**src/rtl/voice_tdm_sequencer_pkg.sv**
```systemverilog
// Shared constants and types for the voice TDM sequencer: slot geometry,
// waveform codes and sample rails.
package voice_tdm_sequencer_pkg;

  localparam int NUM_VOICES = 10;
  localparam int DATA_W     = 24;
  localparam int PHASE_W    = 24;
  localparam int SLOT_W     = 4;

  typedef enum logic [1:0] {
    WAVE_SAW    = 2'd0,
    WAVE_SQUARE = 2'd1,
    WAVE_TRI    = 2'd2,
    WAVE_RSVD   = 2'd3
  } wave_e;

  localparam logic [DATA_W-1:0] SAMPLE_MAX     = 24'h7FFFFF;
  localparam logic [DATA_W-1:0] SAMPLE_MIN     = 24'h800000;
  // Square swings symmetrically, so its low rail is -SAMPLE_MAX, not SAMPLE_MIN.
  localparam logic [DATA_W-1:0] SAMPLE_NEG_MAX = SAMPLE_MIN | 24'h000001;

  typedef struct packed {
    logic               en;
    wave_e              wave;
    logic [PHASE_W-1:0] inc;
  } voice_cfg_t;

  function automatic logic is_last_slot(input logic [SLOT_W-1:0] slot);
    return slot == SLOT_W'(NUM_VOICES - 1);
  endfunction

endpackage

```
**src/rtl/voice_tdm_sequencer_if.sv**
```systemverilog
// Frame tick, voice configuration port and TDM sample stream of the sequencer.
interface voice_tdm_sequencer_if;
  import voice_tdm_sequencer_pkg::*;

  logic                  i_frame_tick;
  logic                  i_cfg_we;
  logic [SLOT_W-1:0]     i_cfg_voice;
  logic                  i_cfg_en;
  logic [1:0]            i_cfg_wave;
  logic [PHASE_W-1:0]    i_cfg_inc;
  logic [DATA_W-1:0]     o_sample;
  logic                  o_valid;
  logic [SLOT_W-1:0]     o_slot;
  logic                  o_last;
  logic                  o_busy;
  logic                  o_overrun;

  modport master (
    output i_frame_tick, i_cfg_we, i_cfg_voice, i_cfg_en, i_cfg_wave, i_cfg_inc,
    input  o_sample, o_valid, o_slot, o_last, o_busy, o_overrun
  );

  modport slave (
    input  i_frame_tick, i_cfg_we, i_cfg_voice, i_cfg_en, i_cfg_wave, i_cfg_inc,
    output o_sample, o_valid, o_slot, o_last, o_busy, o_overrun
  );

endinterface

```
**src/rtl/voice_wavegen.sv**
```systemverilog
// Combinational waveform shaper: top DATA_W bits of a voice phase plus the
// waveform code give one signed sample; disabled or reserved voices give 0.
module voice_wavegen
  import voice_tdm_sequencer_pkg::*;
(
  input  logic [PHASE_W-1:0] phase,
  input  wave_e              wave,
  input  logic               en,
  output logic [DATA_W-1:0]  sample
);

  localparam int MSB = DATA_W - 1;

  logic [DATA_W-1:0] p;
  logic [DATA_W-2:0] tri_t;

  always_comb begin
    p      = phase[PHASE_W-1 -: DATA_W];
    tri_t  = p[MSB] ? ~p[MSB-1:0] : p[MSB-1:0];
    sample = '0;
    if (en) begin
      case (wave)
        WAVE_SAW:    sample = {~p[MSB], p[MSB-1:0]};
        WAVE_SQUARE: sample = p[MSB] ? SAMPLE_NEG_MAX : SAMPLE_MAX;
        // {t,0} - 2^(DATA_W-1) reduces to flipping the top bit of {t,0}.
        WAVE_TRI:    sample = {~tri_t[DATA_W-2], tri_t[DATA_W-3:0], 1'b0};
        default:     sample = '0;
      endcase
    end
  end

endmodule

```
**src/rtl/voice_tdm_sequencer.sv**
```systemverilog
// Walks all voice slots once per frame tick, emitting one registered sample
// per clock and advancing each enabled voice's phase accumulator.
module voice_tdm_sequencer
  import voice_tdm_sequencer_pkg::*;
(
  input  logic                  clk,
  input  logic                  rst,
  voice_tdm_sequencer_if.slave  bus
);

  localparam logic [0:0] ST_IDLE = 1'b0;
  localparam logic [0:0] ST_RUN  = 1'b1;

  logic [0:0]         state_reg, state_next;
  logic [SLOT_W-1:0]  slot_reg, slot_next;
  logic               emit;
  logic [SLOT_W-1:0]  cur_slot;

  voice_cfg_t         cfg_reg   [NUM_VOICES];
  voice_cfg_t         cfg_next  [NUM_VOICES];
  logic [PHASE_W-1:0] phase_reg [NUM_VOICES];
  logic [PHASE_W-1:0] phase_next[NUM_VOICES];
  voice_cfg_t         wr_cfg;

  voice_cfg_t         sel_cfg;
  logic [PHASE_W-1:0] sel_phase;
  logic [DATA_W-1:0]  wave_sample;

  logic [DATA_W-1:0]  sample_reg;
  logic               valid_reg;
  logic [SLOT_W-1:0]  slot_out_reg;
  logic               last_reg;
  logic               busy_reg;
  logic               overrun_reg;

  // Slot 0 is emitted on the tick edge itself so strobes land in T+1..T+N.
  always_comb begin
    state_next = state_reg;
    slot_next  = slot_reg;
    emit       = 1'b0;
    cur_slot   = '0;
    case (state_reg)
      ST_IDLE: begin
        if (bus.i_frame_tick) begin
          emit       = 1'b1;
          state_next = ST_RUN;
          slot_next  = SLOT_W'(1);
        end
      end
      ST_RUN: begin
        emit     = 1'b1;
        cur_slot = slot_reg;
        if (is_last_slot(slot_reg)) begin
          state_next = ST_IDLE;
          slot_next  = '0;
        end else begin
          slot_next = slot_reg + SLOT_W'(1);
        end
      end
      default: begin
        state_next = ST_IDLE;
        slot_next  = '0;
      end
    endcase
  end

  assign wr_cfg = '{en: bus.i_cfg_en, wave: wave_e'(bus.i_cfg_wave), inc: bus.i_cfg_inc};

  for (genvar gi = 0; gi < NUM_VOICES; gi++) begin : g_voice
    logic wr_hit;
    logic adv_hit;
    logic en_rise;

    assign wr_hit  = bus.i_cfg_we && (bus.i_cfg_voice == SLOT_W'(gi));
    assign adv_hit = emit && (cur_slot == SLOT_W'(gi)) && cfg_reg[gi].en;
    assign en_rise = wr_hit && bus.i_cfg_en && !cfg_reg[gi].en;

    assign cfg_next[gi]   = wr_hit ? wr_cfg : cfg_reg[gi];
    // Enabling a voice restarts it from phase 0, even over a same-cycle advance.
    assign phase_next[gi] = en_rise ? '0 :
                            adv_hit ? phase_reg[gi] + cfg_reg[gi].inc :
                                      phase_reg[gi];
  end

  assign sel_cfg   = cfg_reg[cur_slot];
  assign sel_phase = phase_reg[cur_slot];

  voice_wavegen u_wavegen (
    .phase  (sel_phase),
    .wave   (sel_cfg.wave),
    .en     (sel_cfg.en),
    .sample (wave_sample)
  );

  always_ff @(posedge clk or posedge rst) begin
    if (rst) begin
      state_reg    <= ST_IDLE;
      slot_reg     <= '0;
      sample_reg   <= '0;
      valid_reg    <= 1'b0;
      slot_out_reg <= '0;
      last_reg     <= 1'b0;
      busy_reg     <= 1'b0;
      overrun_reg  <= 1'b0;
      for (int v = 0; v < NUM_VOICES; v++) begin
        cfg_reg[v]   <= '0;
        phase_reg[v] <= '0;
      end
    end else begin
      state_reg   <= state_next;
      slot_reg    <= slot_next;
      valid_reg   <= emit;
      busy_reg    <= emit;
      overrun_reg <= bus.i_frame_tick && (state_reg == ST_RUN);
      if (emit) begin
        sample_reg   <= wave_sample;
        slot_out_reg <= cur_slot;
        last_reg     <= is_last_slot(cur_slot);
      end
      for (int v = 0; v < NUM_VOICES; v++) begin
        cfg_reg[v]   <= cfg_next[v];
        phase_reg[v] <= phase_next[v];
      end
    end
  end

  assign bus.o_sample  = sample_reg;
  assign bus.o_valid   = valid_reg;
  assign bus.o_slot    = slot_out_reg;
  assign bus.o_last    = last_reg;
  assign bus.o_busy    = busy_reg;
  assign bus.o_overrun = overrun_reg;

endmodule

```
**src/flat_wrapper.sv**
```systemverilog
// flat-port wrapper written by rule: the top's interface ports become plain ports
module voice_tdm_sequencer_flat import voice_tdm_sequencer_pkg::*;
  (clk, rst, bus_i_frame_tick, bus_i_cfg_we, bus_i_cfg_voice, bus_i_cfg_en, bus_i_cfg_wave, bus_i_cfg_inc, bus_o_sample, bus_o_valid, bus_o_slot, bus_o_last, bus_o_busy, bus_o_overrun);
  voice_tdm_sequencer_if bus_i ();
  input  logic clk;
  input  logic rst;
  input wire logic [$bits(bus_i.i_frame_tick)-1:0] bus_i_frame_tick;
  input wire logic [$bits(bus_i.i_cfg_we)-1:0] bus_i_cfg_we;
  input wire logic [$bits(bus_i.i_cfg_voice)-1:0] bus_i_cfg_voice;
  input wire logic [$bits(bus_i.i_cfg_en)-1:0] bus_i_cfg_en;
  input wire logic [$bits(bus_i.i_cfg_wave)-1:0] bus_i_cfg_wave;
  input wire logic [$bits(bus_i.i_cfg_inc)-1:0] bus_i_cfg_inc;
  output wire logic [$bits(bus_i.o_sample)-1:0] bus_o_sample;
  output wire logic [$bits(bus_i.o_valid)-1:0] bus_o_valid;
  output wire logic [$bits(bus_i.o_slot)-1:0] bus_o_slot;
  output wire logic [$bits(bus_i.o_last)-1:0] bus_o_last;
  output wire logic [$bits(bus_i.o_busy)-1:0] bus_o_busy;
  output wire logic [$bits(bus_i.o_overrun)-1:0] bus_o_overrun;
  assign bus_i.i_frame_tick = bus_i_frame_tick;
  assign bus_i.i_cfg_we = bus_i_cfg_we;
  assign bus_i.i_cfg_voice = bus_i_cfg_voice;
  assign bus_i.i_cfg_en = bus_i_cfg_en;
  assign bus_i.i_cfg_wave = bus_i_cfg_wave;
  assign bus_i.i_cfg_inc = bus_i_cfg_inc;
  assign bus_o_sample = bus_i.o_sample;
  assign bus_o_valid = bus_i.o_valid;
  assign bus_o_slot = bus_i.o_slot;
  assign bus_o_last = bus_i.o_last;
  assign bus_o_busy = bus_i.o_busy;
  assign bus_o_overrun = bus_i.o_overrun;
  voice_tdm_sequencer u_core (.clk(clk), .rst(rst), .bus(bus_i));
endmodule
```
**config.mk**
```make
export PLATFORM = sky130hd
export DESIGN_NAME = voice_tdm_sequencer_flat
export DESIGN_NICKNAME = d
export VERILOG_FILES = /design/src/rtl/voice_tdm_sequencer_pkg.sv /design/src/rtl/voice_tdm_sequencer_if.sv /design/src/rtl/voice_wavegen.sv /design/src/rtl/voice_tdm_sequencer.sv /design/src/flat_wrapper.sv
export SDC_FILE = /design/constraint.sdc
export NUM_CORES = 2
export LEC_CHECK = 0
export ABC_AREA = 1
export BUFFER_PORTS_ARGS = -buffer_cell sky130_fd_sc_hd__buf_2
export CAP_MARGIN = 20
export CELL_PAD_IN_SITES_DETAIL_PLACEMENT = 1
export CELL_PAD_IN_SITES_GLOBAL_PLACEMENT = 2
export CORE_UTILIZATION = 39
export DETAILED_ROUTE_END_ITERATION = 10
export PLACE_DENSITY = 0.83
export SLEW_MARGIN = 40
export SYNTH_ARGS = -nofsm -noshare
export SYNTH_HDL_FRONTEND = slang
export SYNTH_HIERARCHICAL = 1
export SYNTH_SLANG_ARGS = --single-unit
```
**constraint.sdc**
```tcl
create_clock -name clk -period 24.1 [get_ports clk]
set_clock_uncertainty 0.15 [all_clocks]
set_input_delay 1.205 -clock clk [delete_from_list [all_inputs] [get_ports clk]]
set_output_delay 1.205 -clock clk [all_outputs]
set_load 0.1 [all_outputs]
```
==> summary.txt <==
STA
  • Sum of negative setup slack: 0 ns
  • RSZ-0062 raised after global routing: no
  • Final min period: 4.39 ns
  • Worst relative slew slack: 46.3%
  • Worst slew pin tran: 0.805 ns
  • Final period util: 18.2%
  • Final Hold Vio Count: 0
  • Max-slew violation count: 0
  • Max Fclk: 0.228 GHz
  • Slack of the critical path: 19.71 ns
  • Final setup fails: 0

Finish
  • Synth-to-layout area growth: 11.3%
  • Design area: 0.0434 sq mm
  • Max FFs per register: 270
  • Cell Count, Final, Fillers Out: 7440
  • Share of cells above drive strength 1: 4.69%
  • Final nets: 6369

CTS
  • CTS Hold Buffers Added: 0
  • CTS tree: yes
  • Num CTS Buffers: 71
  • Clk sinks: 546
  • Worst-Skew Late Latency: 0.66 ns
  • Setup Buffers After CTS: 0
  • Worst-path clk slew: 0.06 ns
  • Post-CTS sizing: 0
  • H-tree Lvls: 3
  • CTS Buffer Depth: 3
  • Root buf cell: clkbuf_16

Critical path
  • Maximum fanout along the worst path: 52
  • Data arrival, critical path: 4.83 ns
  • Setup crit end kind: flop
  • Kind of critical path: reg2reg
  • CP startpoint kind: flop
  • WP data required: 24.54 ns

Floorplan
  • Die area: 0.101 sq mm
  • Core area: 0.0987 sq mm
  • Chip height: 318 um
  • Row cnt: 115
  • Die width: 318 um
  • Initial core utilization: 39.5%
  • # IOs: 67

Detailed routing
  • Final wirelength: 167 mm
  • Final ANT Viol Nets: 0
  • Total number of vias: 39900
  • Initial drt markers: 3176
  • Initial DRT Pass Iterations: 5
  • DRC Markers: 0
  • WL per Instance: 22.5 um
  • Post-DR vias/cell: 5.36

Logic synthesis
  • Post-Synthesis Cells: 6042
  • Syn Nets: 6319
  • Flops & latches, synth: 546
  • Synth Warn #: 6
  • Synth Cell Area: 0.0390 sq mm
  • Most frequent cells after synthesis: nand2_1, inv_1, dfrtp_1
  • Most frequent cell after synthesis: nand2_1
  • Post-Syn Area per Cell: 6.46 sq um
  • Post-synth EDFFs: 0
  • Sequential area share after synthesis: 35.0%
  • Dominant synthesized flop cell: dfrtp_1
  • Yosys top cell area share: 35.0%
  • Most area-hungry cell type in the Yosys netlist: dfrtp_1
  • Asr flop ratio synth: 100%
  • Largest cells by area after synthesis: dfrtp_1, nand2_1, inv_1
  • Yosys cell types: 38

Global routing
  • Number of global-route vias before repair: 39700
  • GRT overflow: 0
  • Initial antenna violation count: 19
  • Largest net degree at the start of global routing: 100
  • Tot GR Track Use: 33.0%
  • First-pass GRT wire length: 253 mm

Power and ir drop
  • PD cells: 149 mW/mm^2
  • Worst vdd ir: 0.0000853 V
  • Lkg Pwr: 24.2 nW

Min path
  • Hold Path Class: reg2reg

Place
  • Hpwl dp: 127 mm
  • GPL Wtd Cong: 0.925
  • I/O Buffers: 66
  • Dpl cell area: 0.0408 sq mm
  • Pre-CTS WS: 19.68 ns
  • Placed cell count: 7304

Run
  • Max-cap violation count: 0

Run status
  • Status: finished, final reports clean
-- power breakdown --
group | internal, mW | switching [mW] | leakage [nW]
registers | 1.23 | 0.370 | 6.82
logic | 1.08 | 2.58 | 16.2
clock network | 0.724 | 0.465 | 1.26
-- critical path: stages, from the launching register on --
cell,delay (ns)
dfrtp_1,0.54
nand2_2,0.17
nor2_4,0.10
buf_4,0.56
inv_2,0.23
nor2_4,0.59
nand2_1,0.11
nand3_1,0.11
buf_4,0.31
clkinv_1,0.71
nand2_1,0.25
nand2_1,0.08
nor2_1,0.11
nor2_1,0.06
nor2_1,0.10
nand2_1,0.07
nand2_1,0.08
-- logic make-up (layout without fill, tap and decap cells) --
family | count (synthesis) | after routing | share of synthesized area (%)
other cells | 0 | 6 | 0
simple gates | 3357 | 3357 | 34.5
compound gates | 770 | 770 | 10.9
buf+inv | 1084 | 1189 | 10.6
flops | 546 | 546 | 35.0
fa+ha+maj | 242 | 242 | 7.95
xor+xnor | 43 | 43 | 0.965
-- area by class of cell --
| cell class | count | area, sq um |
|---|---|---|
| fillers | 13000 | 55300 |
| multi-input cells | 4412 | 21200 |
| diodes | 6 | 15.0 |
| inverters | 946 | 3560 |
| clock buffers | 98 | 2110 |
| clock inverters | 30 | 479 |
| repair buffers | 115 | 761 |
| well taps | 1287 | 1610 |
| flip-flops and latches | 546 | 13700 |
-- per-stage QoR --
step	hold WS (ns)	total power, mW	utilization [%]
6_report	0.337	6.46	44.0
5_1_grt	0.362	6.97	44.0
4_1_cts	0.337	6.43	43.9
3_5_place_dp	0.315	5.20	41.3
3_3_place_gp	0.314	5.10	41.3
2_1_floorplan	0.303	3.97	-
-- layout by cell type, fill, tap and decap left out, drive strengths merged --
master	n
nand2	2459
inv	944
dfrtp	546
o21ai	415
nor2	406
nand3	350
ha	232
a21oi	192
buf	115
a22oi	102
clkbuf	98
nand4	53
nand3b	41
nor3	33
o22ai	31
xnor2	24
o221ai	22
xor2	19
clkinv	16
bufinv	10
fa	10
and2	9
diode	6
clkinvlp	6
or2	6
a22o	4
o21bai	1
o32ai	1
o21a	1
a211oi	1
-- per-layer routing --
metal | vias to the layer above | part of all wire (%) | GRT usage (%)
met5 | - | 0.0078 | 0
met4 | 2 | 3.3 | 10.4
met3 | 200 | 6.8 | 5.49
met2 | 1026 | 44 | 51.1
met1 | 19600 | 46 | 46.7
li1 | 19100 | - | -
-- final timing paths --
| path | start | to | slack, ns | cells past startpoint |
|---|---|---|---|---|
| setup / recovery | u_core/state_reg$_DFF_PP0_ | u_core/bus.o_sample[3]$_DFFE_PP0P_ | 19.71 | 16 |
| hold / removal | u_core/cfg_reg[160]$_DFFE_PP0P_ | u_core/cfg_reg[160]$_DFFE_PP0P_ | 0.34 | 2 |
| setup reg to reg | u_core/state_reg$_DFF_PP0_ | u_core/bus.o_sample[3]$_DFFE_PP0P_ | 19.71 | 16 |
| hold reg to reg | u_core/cfg_reg[160]$_DFFE_PP0P_ | u_core/cfg_reg[160]$_DFFE_PP0P_ | 0.34 | 2 |
| max in group asynchronous | rst | u_core/cfg_reg[7]$_DFFE_PP0P_ | 21.09 | 5 |
| min in group asynchronous | rst | u_core/phase_reg[86]$_DFFE_PP0P_ | 0.37 | 2 |
Note: power is estimated with default switching activity, not from simulation.
